`src/rtl/lives_counter_pkg.sv`:
```
// Shared types and helpers for the monkey life bookkeeping block.
package lives_pkg;

  typedef enum logic [2:0] {
    IDLE      = 3'd0,
    PLAYING   = 3'd1,
    DYING     = 3'd2,
    INVULN    = 3'd3,
    GAME_OVER = 3'd4
  } lives_state_t;

  localparam int LIVES_W = 2;

  function automatic logic [LIVES_W-1:0] sat_dec(input logic [LIVES_W-1:0] v);
    return (v == {LIVES_W{1'b0}}) ? v : v - {{(LIVES_W-1){1'b0}}, 1'b1};
  endfunction

  function automatic logic [LIVES_W-1:0] sat_inc(input logic [LIVES_W-1:0] v,
                                                 input logic [LIVES_W-1:0] max_v);
    return (v >= max_v) ? max_v : v + {{(LIVES_W-1){1'b0}}, 1'b1};
  endfunction

endpackage

```
`src/rtl/lives_counter_if.sv`:
```
// Event inputs and display/control outputs of the lives counter.
interface lives_counter_if;
  import lives_pkg::*;

  logic               startOfFrame;
  logic               startGame;
  logic               collision;
  logic               bonusLife;
  logic [LIVES_W-1:0] numOfLives;
  logic               monkeyBlink;
  logic               freezeMonkey;
  logic               respawnPulse;
  logic               lifeLostPulse;
  logic               gameOver;

  modport master (
    output startOfFrame, startGame, collision, bonusLife,
    input  numOfLives, monkeyBlink, freezeMonkey, respawnPulse, lifeLostPulse, gameOver
  );

  modport slave (
    input  startOfFrame, startGame, collision, bonusLife,
    output numOfLives, monkeyBlink, freezeMonkey, respawnPulse, lifeLostPulse, gameOver
  );
endinterface

```
`src/rtl/lives_counter_frame_timer.sv`:
```
// Saturating startOfFrame counter shared by the DYING and INVULN windows.
module frame_timer #(
  parameter int CNT_W = 7
) (
  input  logic             clk,
  input  logic             resetN,
  input  logic             clear,
  input  logic             startOfFrame,
  input  logic [CNT_W-1:0] target,
  output logic             done,
  output logic [CNT_W-1:0] count
);

  logic [CNT_W-1:0] count_r;

  // Frame count: clear has priority, then count up and hold at all-ones
  always_ff @(posedge clk) begin
    if (resetN) begin
      count_r <= {CNT_W{1'b0}};
    end else if (clear) begin
      count_r <= {CNT_W{1'b0}};
    end else if (startOfFrame && (count_r != {CNT_W{1'b1}})) begin
      count_r <= count_r + {{(CNT_W-1){1'b0}}, 1'b1};
    end else begin
      count_r <= count_r;
    end
  end

  assign count = count_r;
  assign done  = (count_r >= target);

endmodule

```
`src/rtl/lives_counter.sv`:
```
// Monkey life sequencing: hit -> death pause -> invulnerable respawn -> game over.
// Optional macro LIVES_BONUS_EN enables bonusLife increments in PLAYING/INVULN.
module lives_counter
  import lives_pkg::*;
#(
  parameter int MAX_LIVES     = 3,
  parameter int DEATH_FRAMES  = 30,
  parameter int INVULN_FRAMES = 90,
  parameter int BLINK_SHIFT   = 3
) (
  input logic           clk,
  input logic           resetN,
  lives_counter_if.slave bus
);

  localparam int FRAME_MAX = (DEATH_FRAMES > INVULN_FRAMES) ? DEATH_FRAMES : INVULN_FRAMES;
  localparam int CNT_W     = $clog2(FRAME_MAX + 1);
  localparam logic [LIVES_W-1:0] MAX_L      = LIVES_W'(MAX_LIVES);
  localparam logic [CNT_W-1:0]   DEATH_TGT  = CNT_W'(DEATH_FRAMES);
  localparam logic [CNT_W-1:0]   INVULN_TGT = CNT_W'(INVULN_FRAMES);

  lives_state_t       state_r, next_state_s;
  logic [LIVES_W-1:0] lives_r, lives_next_s;
  logic               collision_d_r;
  logic               hit_s, bonus_s;
  logic               timer_clear_s, timer_done_s;
  logic [CNT_W-1:0]   timer_target_s, frame_count_s;
  logic               life_lost_next_s, respawn_next_s;
  logic               blink_r, freeze_r, respawn_r, life_lost_r, game_over_r;

  assign hit_s = bus.collision & ~collision_d_r;

`ifdef LIVES_BONUS_EN
  assign bonus_s = bus.bonusLife;
`else
  assign bonus_s = 1'b0;
`endif

  // The counter restarts on every state change, so a frame coinciding with the hit is not counted
  assign timer_clear_s  = (next_state_s != state_r) || !((state_r == DYING) || (state_r == INVULN));
  assign timer_target_s = (state_r == DYING) ? DEATH_TGT : INVULN_TGT;

  frame_timer #(.CNT_W(CNT_W)) u_timer (
    .clk          (clk),
    .resetN       (resetN),
    .clear        (timer_clear_s),
    .startOfFrame (bus.startOfFrame),
    .target       (timer_target_s),
    .done         (timer_done_s),
    .count        (frame_count_s)
  );

  // Next-state, lives and pulse decode; a hit beats a same-cycle bonus
  always_comb begin
    next_state_s     = state_r;
    lives_next_s     = lives_r;
    life_lost_next_s = 1'b0;
    respawn_next_s   = 1'b0;
    case (state_r)
      IDLE: begin
        if (bus.startGame) begin
          next_state_s = PLAYING;
          lives_next_s = MAX_L;
        end else begin
          next_state_s = IDLE;
        end
      end
      PLAYING: begin
        if (hit_s) begin
          next_state_s     = DYING;
          lives_next_s     = sat_dec(lives_r);
          life_lost_next_s = 1'b1;
        end else if (bonus_s) begin
          lives_next_s = sat_inc(lives_r, MAX_L);
        end else begin
          lives_next_s = lives_r;
        end
      end
      DYING: begin
        if (timer_done_s && (lives_r == {LIVES_W{1'b0}})) begin
          next_state_s = GAME_OVER;
        end else if (timer_done_s) begin
          next_state_s   = INVULN;
          respawn_next_s = 1'b1;
        end else begin
          next_state_s = DYING;
        end
      end
      INVULN: begin
        if (timer_done_s) begin
          next_state_s = PLAYING;
        end else begin
          next_state_s = INVULN;
        end
        if (bonus_s) begin
          lives_next_s = sat_inc(lives_r, MAX_L);
        end else begin
          lives_next_s = lives_r;
        end
      end
      GAME_OVER: begin
        if (bus.startGame) begin
          next_state_s = PLAYING;
          lives_next_s = MAX_L;
        end else begin
          lives_next_s = {LIVES_W{1'b0}};
        end
      end
      default: begin
        next_state_s = IDLE;
        lives_next_s = MAX_L;
      end
    endcase
  end

  // State, lives and registered outputs
  always_ff @(posedge clk) begin
    if (resetN) begin
      state_r       <= IDLE;
      lives_r       <= MAX_L;
      collision_d_r <= 1'b0;
      blink_r       <= 1'b0;
      freeze_r      <= 1'b0;
      respawn_r     <= 1'b0;
      life_lost_r   <= 1'b0;
      game_over_r   <= 1'b0;
    end else begin
      state_r       <= next_state_s;
      lives_r       <= lives_next_s;
      collision_d_r <= bus.collision;
      blink_r       <= (state_r == INVULN) && (next_state_s == INVULN) && frame_count_s[BLINK_SHIFT];
      freeze_r      <= (next_state_s == DYING);
      respawn_r     <= respawn_next_s;
      life_lost_r   <= life_lost_next_s;
      game_over_r   <= (next_state_s == GAME_OVER);
    end
  end

  assign bus.numOfLives    = lives_r;
  assign bus.monkeyBlink   = blink_r;
  assign bus.freezeMonkey  = freeze_r;
  assign bus.respawnPulse  = respawn_r;
  assign bus.lifeLostPulse = life_lost_r;
  assign bus.gameOver      = game_over_r;

endmodule

```
`src/flat_wrapper.sv`:
```
// flat-port wrapper written by rule: the top's interface ports become plain ports
module lives_counter_flat import lives_pkg::*;
#(
  parameter int MAX_LIVES     = 3,
  parameter int DEATH_FRAMES  = 30,
  parameter int INVULN_FRAMES = 90,
  parameter int BLINK_SHIFT   = 3
)
  (clk, resetN, bus_startOfFrame, bus_startGame, bus_collision, bus_bonusLife, bus_numOfLives, bus_monkeyBlink, bus_freezeMonkey, bus_respawnPulse, bus_lifeLostPulse, bus_gameOver);
  lives_counter_if bus_i ();
  input logic clk;
  input logic resetN;
  input wire logic [$bits(bus_i.startOfFrame)-1:0] bus_startOfFrame;
  input wire logic [$bits(bus_i.startGame)-1:0] bus_startGame;
  input wire logic [$bits(bus_i.collision)-1:0] bus_collision;
  input wire logic [$bits(bus_i.bonusLife)-1:0] bus_bonusLife;
  output wire logic [$bits(bus_i.numOfLives)-1:0] bus_numOfLives;
  output wire logic [$bits(bus_i.monkeyBlink)-1:0] bus_monkeyBlink;
  output wire logic [$bits(bus_i.freezeMonkey)-1:0] bus_freezeMonkey;
  output wire logic [$bits(bus_i.respawnPulse)-1:0] bus_respawnPulse;
  output wire logic [$bits(bus_i.lifeLostPulse)-1:0] bus_lifeLostPulse;
  output wire logic [$bits(bus_i.gameOver)-1:0] bus_gameOver;
  assign bus_i.startOfFrame = bus_startOfFrame;
  assign bus_i.startGame = bus_startGame;
  assign bus_i.collision = bus_collision;
  assign bus_i.bonusLife = bus_bonusLife;
  assign bus_numOfLives = bus_i.numOfLives;
  assign bus_monkeyBlink = bus_i.monkeyBlink;
  assign bus_freezeMonkey = bus_i.freezeMonkey;
  assign bus_respawnPulse = bus_i.respawnPulse;
  assign bus_lifeLostPulse = bus_i.lifeLostPulse;
  assign bus_gameOver = bus_i.gameOver;
  lives_counter #(.MAX_LIVES(MAX_LIVES), .DEATH_FRAMES(DEATH_FRAMES), .INVULN_FRAMES(INVULN_FRAMES), .BLINK_SHIFT(BLINK_SHIFT)) u_core (.clk(clk), .resetN(resetN), .bus(bus_i));
endmodule
```
`config.mk`:
```
export PLATFORM = sky130hd
export DESIGN_NAME = lives_counter_flat
export DESIGN_NICKNAME = d
export VERILOG_FILES = /design/src/rtl/lives_counter_pkg.sv /design/src/rtl/lives_counter_if.sv /design/src/rtl/lives_counter_frame_timer.sv /design/src/rtl/lives_counter.sv /design/src/flat_wrapper.sv
export SDC_FILE = /design/constraint.sdc
export NUM_CORES = 1
export LEC_CHECK = 0
export ABC_AREA = 1
export CORE_ASPECT_RATIO = 0.7
export CORE_MARGIN = 2
export CORE_UTILIZATION = 53
export DETAILED_ROUTE_END_ITERATION = 16
export PLACE_DENSITY = 0.82
export SLEW_MARGIN = 20
export SYNTH_ARGS = -nofsm -noshare
export SYNTH_HDL_FRONTEND = slang
export SYNTH_SLANG_ARGS = --single-unit
```
`constraint.sdc`:
```
create_clock -name clk -period 2.2 [get_ports clk]
set_input_delay 0.44 -clock clk [delete_from_list [all_inputs] [get_ports clk]]
set_output_delay 0.44 -clock clk [all_outputs]
set_load 0.02 [all_outputs]
```
## Word-level counts from Yosys, hierarchy flattened

Index checks and enable logic that the tools add are counted.

- Equality and inequality tests: 12
- Bitwise operators: 5
- Multiplexer cells: 15
- Reduce and logical (&&, ||, !) cells: 14
- Order comparisons: 1
- Add/subtract/negate cells: 2

Operator list:

| kind | number |
|---|---|
| $pmux 3 s5 | 1 |
| $eq 3x2->1 const B | 4 |
| $mux 2 | 5 |
| $mux 3 | 3 |
| $pmux 2 s4 | 1 |
| $add 7x1->7 const B | 1 |
| $ge 7x7->1 | 1 |
| $mux 7 | 1 |
| $ne 7x7->1 const B | 1 |
| $eq 3x3->1 const B | 2 |
| $reduce_or 2->1 | 3 |
| $logic_and 1x1->1 | 4 |
| $mux 1 | 4 |
| $ne 2x2->1 const B | 2 |
| $not 1->1 | 4 |
| $reduce_and 4->1 | 1 |
| $eq 3x1->1 const B | 1 |
| $logic_not 3->1 | 1 |
| $ne 3x3->1 | 1 |
| $reduce_or 3->1 | 1 |
| $logic_not 2->1 | 1 |
| $logic_or 1x1->1 | 2 |
| $ne 2x1->1 const B | 1 |
| $sub 2x1->2 const B | 1 |
| other kinds (2) | 2 |

- Register bits: 18
- Output and inout bits: 7
- Bits of input ports: 6

## Depth between registers and ports, before layout

Gate-level depths: netlist (run 1).

- Depth after elaboration: 9
- Depth in mapped cells: 15
- Depth with buffers taken out: 15

## By module

Synthesis (run 1) repeated with hierarchy kept, for this count alone.

- Cell total of the unflattened synthesis: 173
- Area, all modules: 1182.4 um^2

By module, submodules not included:

| module | sequential area each (um^2) | area each (um^2) | cells an instance | times used |
|---|---|---|---|---|
| frame_timer | 140.1 | 598.1 | 90 | 1 |
| lives_counter | 220.2 | 584.3 | 83 | 1 |

## Least setup slack after synthesis (run 1)

OpenSTA, ideal clock, no wires.

- Path type: register to register
- From: reg u_core.state_r[2]
- To: reg u_core.u_timer.count_r[0], in the netlist u_core.u_timer.count[0]
- Stages on the path, launching flop included: 14
- Data arrival time: 1.645 ns
- Data required time: 2.127 ns
- Clock period less this slack: 1.718 ns
- Path slack: 0.482 ns
- Cell sequence: dfxtp_1 -> inv_2 -> nand2_1 -> inv_2 -> nand2_2 -> inv_2 -> ha_1 -> a21oi_1 -> nand2_1 -> nand2_2 -> nand2_2 -> nand2_2 -> nand3_4 -> nor3_2

- Cells in the longest elaborated chain, start to end: 9

Ends and longest elaborated chain:

| item | line | RTL |
|---|---|---|
| start: declaration | lives_counter.sv:22 | `lives_state_t state_r, next_state_s;` |
| start signal: assignment | lives_counter.sv:128 | `state_r <= next_state_s;` |
| $eq 3x2->1 | lives_counter.sv:40, lives_counter.sv:41, lives_counter.sv:59 |  |
| $mux 7 | lives_counter.sv:41 | `assign timer_target_s = (state_r == DYING) ? DEATH_TGT : INVULN_TGT;` |
| $ge 7x7->1 | lives_counter_frame_timer.sv:30 | `assign done = (count_r >= target);` |
| $mux 1 or $logic_and 1x1->1 (tied branches) | lives_counter.sv:82, lives_counter.sv:80 |  |
| $mux 3 | lives_counter.sv:80 | `if (timer_done_s && (lives_r == {LIVES_W{1'b0}})) begin` |
| $pmux 3 s5 | lives_counter.sv:59 | `case (state_r)` |
| $ne 3x3->1 | lives_counter.sv:40 | `assign timer_clear_s = (next_state_s != state_r) \|\| !((state_r == DYING) \|\| (state_r == INVULN));` |
| $logic_or 1x1->1 * | lives_counter.sv:40 |  |
| $reduce_or 2->1 (no line) * | - |  |
| end signal: assignment | lives_counter_frame_timer.sv:21 | `count_r <= {CNT_W{1'b0}};` |
| end signal: assignment | lives_counter_frame_timer.sv:23 | `count_r <= count_r + {{(CNT_W-1){1'b0}}, 1'b1};` |
| end signal: assignment | lives_counter_frame_timer.sv:25 | `count_r <= count_r;` |
| end: declaration | lives_counter_frame_timer.sv:14 | `logic [CNT_W-1:0] count_r;` |

Every way passes the cells marked *; elsewhere a longest branch is shown, timed or not.
A chain may end at the register's enable or synchronous reset.

## Worst setup path after layout (run 1)

- From: reg u_core.state_r[2]
- To: reg u_core.u_timer.count_r[3], in the netlist u_core.u_timer.count[3]

The elaborated chain is that of the path after synthesis.

==> metrics, run 1 <==
Worst Path Arrival between 2 and 2.5 ns; nature of the critical path endpoint flip-flop; synthesized netlist net count 153; WL per Instance approximately 11 µm; Yosys cell types 26; Post-CTS Setup Bufs 0; Leak Pwr 0.5291 nW; RSZ-0062 raised after global routing no; I/O pin cnt 13; CTS Buf Count 3; Req. time, crit path 2.42 ns; clock root buffer clkbuf_4; dpl hpwl 1.580 mm; Sink Count 18; Die Ht just over 40 µm; DR iter-0 viols between 40 and 50; die area about 2400 µm²; final worst setup slack 0.1688 ns; Post-CTS Resized 0; post-synthesis mux area share 0; clock latency on the worst-skew pair 0.29 ns; first-pass GRT wire length ~3.3 mm; drt pass-1 iters 4; largest family of logic cells by synthesized area simple AND/OR/NAND/NOR gates; Setup Viol. Count Final 0; Synth Area in Compound Gates 0.08612; I/O Buffers 11; post-place setup slack around 0.26 ns; via count 944; GRT Overall Usage 0.1949; vias per cell around 5.3; worst-path fanout max 7; area growth from synthesis to layout 16.99%; htree depth 1; max-cap violation count 0; most frequent cells in the layout nand2_1 (27), inv_1 (19), dfxtp_1 (18); Final min period 2.031 ns; area post-placement 1187 µm²; startpoint class of the critical path flip-flop; commonest non-fill, non-tap cell in the layout nand2_1; sequential fraction of the synthesis area 0.3445; maximum VDD drop around 0.00042 V; status finished clean; syn_area_per_cell ~7.4 µm²; core area 1854 µm²; Adder-Cell Fraction of Synth Area 0.05981; final hold violations 0; worst hold path type flip-flop to flip-flop; post-route cell area between 1000 and 1500 µm²; Slew @ Worst Pin 0.3031 ns; Final Max Tran Viols 0; final setup TNS 0 ns; Syn Std Cell Area ~1000 µm²; Antenna Cells 0; post-synthesis simple-gate area fraction 0.3876; PwrDens 552.0 nW/µm²; clock skew just over 0.008 ns; Hold Buf Count CTS 0; CTS tree done; largest net degree at the start of global routing 11; Die Width 57.10 µm; DRC Markers 0; XOR/XNOR share of the synthesized area 0.02512; slew margin rel. 0.7965; Congestion Overflow GR 0; final net count 169; synthesis-stage register bit count 18; Initial Util 0.5641; vias in the first global route 795; Max Fclk 492.3 MHz; initial antenna violation count 0; total wire length roughly 2.0 mm; cell row count 13; clock tree buffer depth 2; gpl congestion approximately 0.83; share of layout cells above drive strength 1 0.2293; period utilization 0.9233; ANT nets after route 0; crit path kind flip-flop to flip-flop; Reg clk slew, reported paths 0.10 ns; Mapped Cells 142; Synth Warn # 0
## metrics by stage
stage	hold slack, ns	total power, mW	instances	utilization
finish	0.4962	0.6754	179	0.6599
global route	0.5361	0.7122	179	0.6599
CTS	0.5053	0.6834	179	0.6599
detailed placement	0.4750	0.4796	175	0.6404
global placement	0.4700	0.4757	175	0.6404
floorplan	0.4750	0.4409	142	-
## layout make-up
type                    instances  area, µm²
well taps                      22      27.53
flip-flops and latches         18      360.3
inverters                      26      97.59
repair buffers                 12      117.6
clock buffers                   4      36.28
fillers                       171      630.6
multi-input cells              97      584.3
## report_power, final
| part | switching [mW] | total, mW | internal (mW) |
|---|---|---|---|
| clock network | 0.101 | 0.202 | 0.101 |
| registers | 0.00782 | 0.345 | 0.337 |
| logic | 0.0805 | 0.129 | 0.0486 |
| total | 0.189 | 0.675 | 0.486 |
## cells in the mapped netlist
cell type | number | area [µm²]
a21oi_1 | 8 | 40.04
nand3_2 | 2 | 20.02
nand2_1 | 27 | 101.4
o21ai_1 | 1 | 5.000
nor3_2 | 7 | 70.07
o21ai_0 | 3 | 15.01
nand2_4 | 2 | 22.52
ha_1 | 5 | 62.56
nor2_1 | 14 | 52.55
nand2_2 | 7 | 43.79
nand3_1 | 5 | 25.02
nor2_2 | 3 | 18.77
nand4_1 | 1 | 6.260
nor2_4 | 1 | 11.26
a211oi_1 | 2 | 15.01
dfxtp_1 | 18 | 360.4
clkbuf_1 | 1 | 3.750
or2_0 | 1 | 6.260
a31o_2 | 1 | 8.760
xnor2_1 | 1 | 8.760
inv_2 | 7 | 26.28
xor2_1 | 2 | 17.52
a31oi_1 | 1 | 6.260
nor3_1 | 2 | 10.01
inv_1 | 19 | 71.32
nand3_4 | 1 | 17.52
## cell families (layout without fill, tap and decap cells)
logic type      count (synthesis)  count (layout)
simple gates                   73              73
buf+inv                        27              42
flops                          18              18
compound gates                 16              16
fa+ha+maj                       5               5
xor+xnor                        3               3
## flip-flops by register name, summed over array words and instances, names as in the netlist
signal and cells:
u_core.bus.respawnPulse 1, u_core.bus.numOfLives 2, u_core.bus.gameOver 1, u_core.state_r 3
u_core.bus.freezeMonkey 1, u_core.collision_d_r 1, u_core.bus.lifeLostPulse 1, u_core.bus.monkeyBlink 1
u_core.u_timer.count 7
## worst paths after layout
check | start | end | slack [ns] | cells past startpoint
max | u_core.state_r[2] | u_core.u_timer.count[3] | 0.17 | 13
min | u_core.bus.numOfLives[1] | u_core.bus.numOfLives[1] | 0.50 | 2
min reg2reg | u_core.bus.numOfLives[1] | u_core.bus.numOfLives[1] | 0.50 | 2
max reg2reg | u_core.state_r[2] | u_core.u_timer.count[3] | 0.17 | 13
## critical path, cell delays in order (launching register included)
cell and delay, ns:
dfxtp_1 0.36, inv_2 0.06, nand2_1 0.10, inv_2 0.07, nand2_2 0.11, inv_2 0.06, ha_1 0.29, a21oi_1 0.21
nand2_1 0.14, nand2_2 0.13, nand2_2 0.07, nand2_2 0.08, nand3_4 0.13, nor3_2 0.13
## layer usage
| metal | global-route usage | vias up | routed length [µm] |
|---|---|---|---|
| li1 | - | 479 | - |
| met1 | 0.2514 | 436 | 987 |
| met2 | 0.3305 | 25 | 890 |
| met3 | 0.05678 | 4 | 137 |
| met4 | 0.04651 | 0 | 21 |
| met5 | 0 | - | 0 |
(Power assumes the default switching activity.)
==> run 2: changes to the inputs <==
--- a/config.mk
+++ b/config.mk
@@ -8,9 +8,10 @@
 export ABC_AREA = 1
 export CORE_ASPECT_RATIO = 0.7
 export CORE_MARGIN = 2
-export CORE_UTILIZATION = 53
+export CORE_UTILIZATION = 48
 export DETAILED_ROUTE_END_ITERATION = 16
-export PLACE_DENSITY = 0.82
+export PLACE_DENSITY = 0.78
+export SKIP_CTS_REPAIR_TIMING = 1
 export SLEW_MARGIN = 20
 export SYNTH_ARGS = -nofsm -noshare
 export SYNTH_HDL_FRONTEND = slang
==> constraint.sdc (replaced) <==
create_clock -name clk -period 1.8 [get_ports clk]
set_input_delay 0.36 -clock clk [delete_from_list [all_inputs] [get_ports clk]]
set_output_delay 0.36 -clock clk [all_outputs]
set_load 0.02 [all_outputs]
==> run 2 against run 1 <==
Effect of this change:
- the flow now finishes with violations (negative setup slack)
- cell count is 11% higher
- first-iteration DRC count fell by 4.8%
- core utilization increased by 3.4 points
- combinational power increased by 78%
- sequential power up 22%
- clock-buffer cell count unchanged
- clock skew shrank 0.0063 ns
- die area rose by 9.5%
==> metrics, run 2 (same netlist as run 1, synthesis figures left out) <==
initial antenna violation count 0; Sw Pwr 0.2709 mW; clock tree buffer depth 2; Die Ht 43.06 µm; cell row count 14; vias per cell 5.251; Reg clk slew, reported paths 0.10 ns; RSZ-0062 raised after global routing yes; Worst Path Arrival roughly 2.1 ns; final setup TNS -0.4584 ns; part of the power in combinational logic 0.253; worst-path fanout max 4; Metal-1 WL ~1.1 mm; reg2reg setup slack -0.07 ns; Setup Viol. Count Final 9; most frequent cells in the layout nand2_1 (23), inv_1 (19), buf_4 (17); final worst setup slack -0.07497 ns; crit path kind flip-flop to flip-flop; core area between 2000 and 2500 µm²; area growth from synthesis to layout 39.47%; Final min period 1.875 ns; most frequent CP cell nand2_2; top layer in use met4; CTS tree done; Max Fclk 533.3 MHz; Req. time, crit path around 2 ns; Sink Count 18; delay-heaviest family, CP simple AND/OR/NAND/NOR gates; DR WL met3 174 µm; register area ~360 µm²; total wire length 2.728 mm; critical path's slowest cell dfxtp_2; Leak Pwr roughly 0.64 nW; Clock power frac 0.283; clock latency on the worst-skew pair 0.31 ns; startpoint class of the critical path flip-flop; final net count 187; htree depth 1; share of layout cells above drive strength 1 0.3657; Sw Ratio 0.2983; status complete, but fails checks; vias in the first global route ~880; nature of the critical path endpoint flip-flop; number of buffers and inverters on the critical path 4; clock skew about 0.002 ns; Largest register FFs 7; Congestion Overflow GR 0; final hold slack ~0.49 ns; I/O Buffers 11; max-cap violation count 0; failing checks negative setup slack; Antenna Cells 0; largest net degree at the start of global routing 11; cells along the critical path inv_2, nand2_2, inv_2, nand2_4, inv_4, ha_4, nand2_2, nor2_2, nand2_2, nand3_1, nand2_1, inv_1, nand2_2, nand2_2, nor3_2; Internal Pwr Total 0.6370 mW; maximum VDD drop 0.0005378 V; clock root buffer clkbuf_4; via count 1,045; post-route cell area 1459 µm²; slew margin rel. 0.7765; Final Max Tran Viols 0; Worst path max stage delay 0.36 ns; WL per Instance 13.71 µm; GRT Overall Usage 0.1867; ANT nets after route 0; gpl congestion 0.8920; area post-placement around 1300 µm²; multi-input logic area 671.9 µm²; CTS Buf Count 3; die area 2574 µm²; I/O pin cnt 13; sequential share of power 0.464; metal2 WL about 1.4 mm; PwrDens 622.3 nW/µm²; commonest non-fill, non-tap cell in the layout nand2_1; DRC Markers 0; filler instances 162; DR iter-0 viols 40; worst hold path type flip-flop to flip-flop; period utilization 1.042; dpl hpwl between 1.5 and 2 mm; drt pass-1 iters 4; Die Width 59.80 µm; Initial Util 0.4976; Slew @ Worst Pin ~0.33 ns; final hold violations 0; first-pass GRT wire length 3.663 mm
[run 2: cell types whose count changed in the layout (fill, tap and decap cells not counted), moves of 2 or more]
cell / delta
nand2_1: -4
nand2_4: +5
buf_4: +16
dfxtp_2: +2
ha_4: +2
ha_1: -2
dfxtp_1: -2
[run 2: tightest hold or removal path, delay by kind of cell, from the launching register on]
kind,cells,cell delay [ns]
AND/OR/NAND/NOR,1,0.05
AO/OA/AOI/OAI,1,0.07
flip-flops,1,0.36
[run 2: metal layers]
layer	vias to the layer above	global-route usage
li1	515	-
met2	50	0.3087
met4	0	0.04000
met3	12	0.04573
met5	-	0
met1	468	0.2444
[run 2: power by group through the flow]
stage	logic [mW]	registers (mW)	clock network, mW
2_1_floorplan	0.0998	0.439	0
3_3_place_gp	0.175	0.428	0
3_5_place_dp	0.181	0.429	0
4_1_cts	0.183	0.420	0.260
5_1_grt	0.247	0.422	0.276
6_report	0.230	0.421	0.257
[run 2: area by class of cell]
cell class                      instances  share of cell area
Tap cell                               24             0.02058
Multi-Input combinational cell         98              0.4605
Timing Repair Buffer                   29              0.1767
Clock buffer                            4             0.02487
Sequential cell                        18              0.2487
Inverter                               26             0.06861
[run 2: final timing paths]
check,from,end,cells past startpoint
max,u_core.state_r[2],u_core.u_timer.count[0],15
min,u_core.bus.numOfLives[0],u_core.bus.numOfLives[0],2
max reg2reg,u_core.state_r[2],u_core.u_timer.count[0],15
min reg2reg,u_core.bus.numOfLives[0],u_core.bus.numOfLives[0],2
[run 2: metrics by stage]
step / util / setup WS [ns] / total power [mW] / std cells
after global placement: 0.6054 / 0.02195 / 0.6033 / 188
after detailed placement: 0.6054 / -0.04732 / 0.6102 / 188
after global routing: 0.6940 / -0.1611 / 0.9451 / 199
final: 0.6940 / -0.07497 / 0.9079 / 199
after CTS: 0.6226 / -0.09045 / 0.8627 / 192
after floorplan: - / 0.08204 / 0.5389 / 142
